[config.mk]
export PLATFORM = sky130hd
export DESIGN_NAME = display_scan_4digit
export DESIGN_NICKNAME = d
export VERILOG_FILES = /design/src/rtl/display_pkg.sv /design/src/rtl/display_prescaler.sv /design/src/rtl/display_scan_4digit.sv
export SDC_FILE = /design/constraint.sdc
export NUM_CORES = 1
export LEC_CHECK = 0
export BUFFER_PORTS_ARGS = -buffer_cell sky130_fd_sc_hd__buf_2
export CORE_MARGIN = 4
export CORE_UTILIZATION = 52
export CTS_CLUSTER_DIAMETER = 80
export DETAILED_ROUTE_END_ITERATION = 8
export GPL_ROUTABILITY_DRIVEN = 0
export PLACE_DENSITY = 0.75
export SLEW_MARGIN = 20
export SYNTH_ARGS = -nofsm -noshare
export SYNTH_HDL_FRONTEND = slang
export SYNTH_SLANG_ARGS = --single-unit
[constraint.sdc]
create_clock -name input_clock1_clk_1 -period 2.8 [get_ports input_clock1_clk_1]
set_input_delay 0.14 -clock input_clock1_clk_1 [delete_from_list [all_inputs] [get_ports input_clock1_clk_1]]
set_output_delay 0.14 -clock input_clock1_clk_1 [all_outputs]
set_load 0.02 [all_outputs]
[src/rtl/display_pkg.sv]
// display_pkg -- shared types and helpers for the 4-digit display scanner.
//   scan_state_t : scanner FSM states (BLANK dead-time, SHOW digit lit)
//   scan_out_t   : bundle of registered scanner outputs
//   onehot()     : digit index -> one-hot digit enable
//   cnt_w()      : prescaler width able to hold the longest slot length
package display_pkg;

  localparam int DIGITS   = 4;
  localparam int NIBBLE_W = 4;
  localparam int IDX_W    = 2;
  localparam int VAL_W    = DIGITS * NIBBLE_W;

  typedef enum logic {
    BLANK = 1'b0,
    SHOW  = 1'b1
  } scan_state_t;

  typedef struct packed {
    logic [NIBBLE_W-1:0] nibble;
    logic [DIGITS-1:0]   digit_en;
    logic                seg_en;
    logic                frame_done;
    logic                ready;
  } scan_out_t;

  // Output values held while in reset: everything dark, ready to accept.
  localparam scan_out_t SCAN_OUT_RST = '{
    nibble:     '0,
    digit_en:   '0,
    seg_en:     1'b0,
    frame_done: 1'b0,
    ready:      1'b1
  };

  function automatic logic [DIGITS-1:0] onehot(input logic [IDX_W-1:0] i);
    onehot    = '0;
    onehot[i] = 1'b1;
  endfunction

  // Counter holds values 0..max(a,b)-1.
  function automatic int cnt_w(input int a, input int b);
    int m;
    m = (a > b) ? a : b;
    return (m < 2) ? 1 : $clog2(m);
  endfunction

endpackage

[src/rtl/display_prescaler.sv]
// display_prescaler -- loadable down-counter with terminal-count flags.
//   clk, rst_n : clock, async active-low reset (count clears to 0)
//   ld, ld_val : load ld_val on the next edge instead of counting
//   tc         : count is 0 this cycle
//   tc_nxt     : count will be 0 after the next edge (lets the parent
//                register a flag that lines up with tc)
// The counter parks at 0 when not reloaded.
module display_prescaler #(
  parameter int W = 8
) (
  input  logic         clk,
  input  logic         rst_n,
  input  logic         ld,
  input  logic [W-1:0] ld_val,
  output logic         tc,
  output logic         tc_nxt
);

  logic [W-1:0] cnt, cnt_nxt;

  always_comb begin
    cnt_nxt = cnt;
    if (ld)             cnt_nxt = ld_val;
    else if (cnt != '0) cnt_nxt = cnt - W'(1);
  end

  always_ff @(posedge clk or negedge rst_n) begin
    if (!rst_n) cnt <= '0;
    else        cnt <= cnt_nxt;
  end

  assign tc     = (cnt == '0);
  assign tc_nxt = (cnt_nxt == '0);

endmodule

[src/rtl/display_scan_4digit.sv]
// display_scan_4digit -- multiplexed 4-digit display scanner.
// Each digit slot is BLANK_CYC dead cycles followed by CLK_DIV lit cycles;
// a frame is four slots, digit0 first. New values are taken through a
// one-deep pending register and become visible only on a frame boundary so
// a frame never mixes two values.
//   input_clock1_clk_1   : clock
//   input_reset1_rst_n_2 : async active-low reset
//   input_data_value_3   : four nibbles, digit0 = [3:0]
//   input_data_valid_4   : value offered this cycle
//   output_data_ready_5  : pending register empty
//   input_switch_blank_6 : force all digit enables low
//   output_nibble_7      : current digit value for the segment decoder
//   output_digit_en_8    : one-hot digit enable
//   output_seg_en_9      : any digit enabled
//   output_frame_done_10 : one-cycle pulse on the last lit cycle of digit3
module display_scan_4digit
  import display_pkg::*;
#(
  parameter int CLK_DIV   = 1000,
  parameter int BLANK_CYC = 16,
  parameter int LZB       = 1
) (
  input  logic                input_clock1_clk_1,
  input  logic                input_reset1_rst_n_2,
  input  logic [VAL_W-1:0]    input_data_value_3,
  input  logic                input_data_valid_4,
  output logic                output_data_ready_5,
  input  logic                input_switch_blank_6,
  output logic [NIBBLE_W-1:0] output_nibble_7,
  output logic [DIGITS-1:0]   output_digit_en_8,
  output logic                output_seg_en_9,
  output logic                output_frame_done_10
);

  localparam int CW = cnt_w(CLK_DIV, BLANK_CYC);

  logic clk, rst_n;
  assign clk   = input_clock1_clk_1;
  assign rst_n = input_reset1_rst_n_2;

  scan_state_t      state, state_n;
  logic [IDX_W-1:0] idx, idx_n;
  logic             fresh;
  logic [VAL_W-1:0] active, active_n;
  logic [VAL_W-1:0] pending, pending_n;
  logic             pend_full, pend_full_n;
  scan_out_t        out_q, out_n;

  logic          ld, tc, tc_nxt;
  logic [CW-1:0] ld_val;
  logic          fd_now, xfer;

  display_prescaler #(.W(CW)) u_presc (
    .clk    (clk),
    .rst_n  (rst_n),
    .ld     (ld),
    .ld_val (ld_val),
    .tc     (tc),
    .tc_nxt (tc_nxt)
  );

  // Leading-zero blanking: digit i is dark when it and every digit above it
  // are zero. Digit0 always lights so a zero value still shows "0".
  function automatic logic lz_sup(input logic [VAL_W-1:0] v,
                                  input logic [IDX_W-1:0] i);
    lz_sup = 1'b0;
    if (LZB != 0 && i != '0) begin
      lz_sup = 1'b1;
      for (int d = 1; d < DIGITS; d++)
        if (d >= int'(i) && v[NIBBLE_W*d +: NIBBLE_W] != '0) lz_sup = 1'b0;
    end
  endfunction

  // Slot sequencing. Reset leaves the counter at 0 in BLANK, and that first
  // cycle already counts as dead time, so the very first BLANK after reset
  // loads BLANK_CYC-2 to keep the slot BLANK_CYC cycles long.
  always_comb begin
    state_n = state;
    idx_n   = idx;
    ld      = 1'b0;
    ld_val  = '0;
    unique case (state)
      BLANK: begin
        if (fresh && (BLANK_CYC > 1)) begin
          ld     = 1'b1;
          ld_val = CW'(BLANK_CYC - 2);
        end else if (tc) begin
          state_n = SHOW;
          ld      = 1'b1;
          ld_val  = CW'(CLK_DIV - 1);
        end
      end
      SHOW: begin
        if (tc) begin
          state_n = BLANK;
          idx_n   = idx + IDX_W'(1);
          ld      = 1'b1;
          ld_val  = CW'(BLANK_CYC - 1);
        end
      end
      default: state_n = BLANK;
    endcase
  end

  // Handshake and frame-boundary swap. While pending is full ready is low,
  // so a transfer and a swap can never collide.
  assign fd_now = (state == SHOW) && (idx == IDX_W'(DIGITS - 1)) && tc;
  assign xfer   = input_data_valid_4 && out_q.ready;

  always_comb begin
    pending_n   = pending;
    pend_full_n = pend_full;
    active_n    = active;
    if (fd_now && pend_full) begin
      active_n    = pending;
      pend_full_n = 1'b0;
    end
    if (xfer) begin
      pending_n   = input_data_value_3;
      pend_full_n = 1'b1;
    end
  end

  // Outputs are decoded from the next state so the registered outputs and
  // the state register always describe the same cycle.
  always_comb begin
    out_n            = '0;
    out_n.ready      = !pend_full_n;
    out_n.frame_done = (state_n == SHOW) && (idx_n == IDX_W'(DIGITS - 1)) && tc_nxt;
    if (state_n == SHOW) begin
      out_n.nibble = active_n[NIBBLE_W*idx_n +: NIBBLE_W];
      if (!input_switch_blank_6 && !lz_sup(active_n, idx_n))
        out_n.digit_en = onehot(idx_n);
    end
    out_n.seg_en = |out_n.digit_en;
  end

  always_ff @(posedge clk or negedge rst_n) begin
    if (!rst_n) begin
      state     <= BLANK;
      idx       <= '0;
      fresh     <= 1'b1;
      active    <= '0;
      pending   <= '0;
      pend_full <= 1'b0;
      out_q     <= SCAN_OUT_RST;
    end else begin
      state     <= state_n;
      idx       <= idx_n;
      fresh     <= 1'b0;
      active    <= active_n;
      pending   <= pending_n;
      pend_full <= pend_full_n;
      out_q     <= out_n;
    end
  end

  assign output_data_ready_5  = out_q.ready;
  assign output_nibble_7      = out_q.nibble;
  assign output_digit_en_8    = out_q.digit_en;
  assign output_seg_en_9      = out_q.seg_en;
  assign output_frame_done_10 = out_q.frame_done;

endmodule

After elaboration in Yosys (flattened, before gate mapping)

Cells that the tools add are included.

Register bits after elaboration: 58

Bitwise operators: 1
Muxes and demuxes: 26
Equal/unequal tests: 2
Shifts and indexed selects: 1
Magnitude comparators: 4
Reductions and logical operators: 21
Add/subtract/negate cells: 2

Operators by type and width:

| kind                    | count |
|---|---|
| $mux W10                | 4 |
| $logic_not A10 Y1       | 2 |
| $pmux W10 S2            | 1 |
| $mux W16                | 1 |
| $shiftx A16 B5 Y4       | 1 |
| $mux W1                 | 12 |
| $reduce_bool A4 Y1      | 3 |
| $logic_and A1 B1 Y1     | 10 |
| $reduce_bool A10 Y1     | 1 |
| $sub A10 B1 Y10 const B | 1 |
| $mux W4                 | 2 |
| $mux W8                 | 1 |
| $eq A2 B2 Y1 const B    | 2 |
| $mux W2                 | 2 |
| $pmux W1 S2             | 2 |
| $reduce_or A4 Y1        | 1 |
| $logic_not A1 Y1        | 3 |
| $lt A2 B3 Y1 const B    | 1 |
| $add A2 B1 Y2 const B   | 1 |
| $demux W1 S2            | 1 |
| $ge A1 B2 Y1 const A    | 1 |
| $ge A2 B1 Y1 const B    | 1 |
| $ge A2 B2 Y1 const A    | 1 |
| $reduce_bool A2 Y1      | 1 |
| $not A1 Y1              | 1 |

Longest topological paths before layout

Depth after elaboration: 17
Gate-level depth with buffers: 11
Mapped depth without buffers: 7

Modules after synthesis

A second synthesis with hierarchy kept.

Cells, all modules: 249
Area total of the unflattened synthesis: 2690.1 µm²

Modules (own cells, without submodules):

| module              | instances | seq. area each (µm²) | cells each | area each (µm²) |
|---|---|---|---|---|
| display_scan_4digit | 1         | 1203.7               | 184        | 2057.0 |
| display_prescaler   | 1         | 250.2                | 65         | 633.1 |

Worst setup path before layout

OpenSTA, ideal clock, no wires.

Kind: input -> register
From: in u_presc.cnt[0]
To: reg out_q, in the netlist output_digit_en_8[3]
Path buffers: 3
Arrival time: 2573 ps
Stages: 11
Setup time: 149 ps
Setup slack: 79 ps
Path through: dfrtp_1 > inv_1 > ha_1 > buf_2 > or3b_1 > clkbuf_1 > or4_4 > buf_6 > mux2i_1 > o31ai_1 > a211oi_1

RTL lines:

| what                 | RTL line                   | source |
|---|---|---|
| start, declared      | display_prescaler.sv:19    | `logic [W-1:0] cnt, cnt_nxt;` |
| end signal, assigned | display_scan_4digit.sv:154 | `out_q <= out_n;` |
| end, declared        | display_scan_4digit.sv:47  | `scan_out_t out_q, out_n;` |

==> results_dict.tcl <==
set metrics [dict create \
    status "complete, no violations" \
    power_frac_comb_pct 25.2 \
    antenna_cells 0 \
    nNetsFinal 279 \
    num_rows 26 \
    core_mm2 0.00507 \
    die-area_mm2 0.00645 \
    port_buffers 30 \
    overflow 0 \
    drc 0 \
    path_class "flop to flop" \
    numCtsBuffers 9 \
    cts.sinks 58 \
    final_cell_mix "dfrtp_1 (56), mux2_2 (32), buf_2 (30), nor2_1 (10)" \
    clkPwrFrac_pct 30.5 \
    hold_path_end "pending[1]" \
    min_path_cells 2 \
    clk_path_buf_depth 2 \
    end_kind "flop" \
    clk_pin_slew_ns 0.07 \
    drtIter0Drc 83 \
    synth_cells 217 \
    drive_gt1_share_pct 37.4 \
    wl_per_cell_um 16.1 \
    first_pass_iters 4 \
    r2r_cells 6 \
    fin_setup_tns_ns 0 \
    cts-root-buf "clkbuf_8" \
    netlist_area_mm2 0.00272 \
    min_from "input_data_value_3[1]" \
    ir_worst_vdd_v 0.000415 \
    critPathRequiredTime_ns 3.02 \
    grt_use_total_pct 18.9 \
    drt-total-wl_mm 5.34 \
    path_max_fanout 10 \
    avgSynthCellArea_um2 12.5 \
    worstSkewPairLatency_ns 0.33 \
    yosysUniqueCellTypes 45 \
    p_leak_nw 1.55 \
    crit_arrival_ns 2.87 \
    min_period_ns 2.66 \
    rr_endpoint "output_digit_en_8[1]" \
    final_area_mm2 0.00319 \
    p_per_area_mw_per_mm2 844 \
    power.switching_w 0.000851 \
    synth.yosys.seq_area_share_pct 53.4 \
    via_per_inst 5.58 \
    die_w_um 80.3 \
    intPower_w 0.00184 \
    post_cts_buffers 0 \
    ant_nets 0 \
    synth_ff_type "dfrtp_1" \
    cts_tree "done" \
    r2r_start "u_presc.cnt[7]" \
    worstSetupStartpointType "flop" \
    p_sw_share_pct 31.6 \
    setup_viol 0 \
    synth_edf_count 0 \
    hold_violations 0 \
    grt_pass1_vias 1926 \
    total_power_w 0.00269 \
    grt_max_degree 28 \
    ys_warn_count 0 \
    fp.dieH_um 80.3 \
    dp_hpwl_mm 3.96 \
    drv_slew 0 \
    seqPwrFrac_pct 44.4 \
    start_util_pct 53.6 \
    fin_crit_sh_pct 94.8 \
    antenna_found_initial 0 \
    hold_path.class "input pin to flop" \
    ys_seq_elements 58 \
    syn_nets 239 \
    async_flop_share_pct 100 \
    skew_ns 0.00627 \
    final_common_cell "dfrtp_1" \
    maxCapViolCount 0 \
    fmax_mhz 377 \
    stdcell_count 332 \
    num_io_pins 31 \
    cts-htree-levels 3 \
    num-fill-cells 412 \
    worst_slew_pin_slew_ns 0.727 \
    syn2layout_area_growth_pct 17.1 \
    grt_pass1_wl_mm 9.14 \
    reg2reg_slack_ns 0.14 \
    max-slew-margin-rel_pct 50.9 \
    placedCellCount 315 \
    post_dp_cell_area_mm2 0.00297 \
    rsz0062_at_grt "false" \
    vias 1852 \
]
==> kinds of logic after synthesis <==
logic type / share of synthesized area [%]
and+or+nand+nor: 12.6
DFF: 53.4
muxes: 19.6
AOI/OAI and AO/OA: 7.82
buffers and inverters: 3.17
xor gates and xnor gates: 2.25
adders and majority gates: 0.919
other: 0.138
==> power by group through the flow <==
stage / Clock [W] / Sequential [W] / Combinational, W
2_1_floorplan: 0 / 0.00114 / 0.000524
3_3_place_gp: 0 / 0.00120 / 0.000655
3_5_place_dp: 0 / 0.00121 / 0.000674
4_1_cts: 0.000841 / 0.00119 / 0.000680
5_1_grt: 0.000880 / 0.00122 / 0.000756
6_report: 0.000820 / 0.00119 / 0.000677
==> registers in the layout, summed over array words and instances, names as in the netlist <==
| name | flops |
|---|---|
| output_seg_en_9 | 1 |
| u_presc.cnt | 10 |
| idx | 2 |
| active | 16 |
| output_nibble_7 | 4 |
| output_data_ready_5 | 1 |
| output_digit_en_8 | 4 |
| output_frame_done_10 | 1 |
| pend_full | 1 |
| state | 1 |
| fresh | 1 |
| pending | 16 |
==> worst max-delay path: stages (launching register included) <==
cell and delay (ns):
dfrtp_1 0.45, or4_4 0.60, or4_4 0.67, mux2i_1 0.21, o31ai_1 0.10, buf_4 0.16
a2111oi_2 0.35
==> cell type report <==
| class | count | area, um2 | area share [%] |
|---|---|---|---|
| clock inverters | 5 | 78.8 | 2.47 |
| flip-flops and latches | 58 | 1450 | 45.6 |
| well taps | 70 | 87.6 | 2.75 |
| clock buffers | 11 | 131 | 4.12 |
| multi-input cells | 141 | 1180 | 37.1 |
| repair buffers | 40 | 228 | 7.15 |
| inverters | 7 | 26.3 | 0.824 |
==> Yosys cell counts, drive strengths merged, types with 2 or more instances <==
master,instances,area (um2)
nand2,7,26.3
nor3,8,45.0
nor3b,2,15.0
or4,2,22.5
inv,6,22.5
or2,2,12.5
xor2,4,35.0
nand2b,4,25.0
buf,5,37.5
a2111oi,3,38.8
xnor2,3,26.3
nor2,10,37.5
mux2,32,360
dfstp,2,52.6
o31ai,5,37.5
a211oi,7,52.6
nand3,5,25.0
ha,2,25.0
mux4,4,93.8
mux2i,8,80.1
a21oi,7,35.0
clkbuf,6,22.5
dfrtp,56,1400
and4b,2,20.0
nor4,9,56.3
==> metal layers <==
layer	GRT usage [%]	share of wire (%)	wire, um
met1	24.0	45	2400
met2	30.0	51	2700
met3	5.61	3.3	176
met4	8.28	1.2	64
met5	0	0	0
==> worst max path at each step <==
stage | start | to | slack (ns) | cells after the start
floorplan | u_presc.cnt[0] | output_digit_en_8[3] | 0.08 | 10
global placement | u_presc.cnt[7] | output_digit_en_8[2] | 0.26 | 6
detailed placement | u_presc.cnt[7] | output_digit_en_8[1] | 0.17 | 6
CTS | u_presc.cnt[7] | output_digit_en_8[1] | 0.13 | 6
global route | u_presc.cnt[7] | output_digit_en_8[2] | 0.04 | 6
finish | u_presc.cnt[7] | output_digit_en_8[1] | 0.14 | 6
==> stage by stage <==
stage / setup slack [ns] / utilization, % / hold WS, ns
finish: 0.145 / 62.8 / 0.0394
global route: 0.0436 / 62.8 / 0.0222
CTS: 0.132 / 62.8 / 0.0246
detailed placement: 0.171 / 58.5 / 0.179
global placement: 0.258 / 58.5 / 0.178
floorplan: 0.0786 / - / -0.156
==> repair_timing <==
action                    in CTS  in global routing
hold endpoints to repair      24                  0
hold buffers                   1                  0
gates resized for setup        0                  0
(Power assumes the default switching activity.)
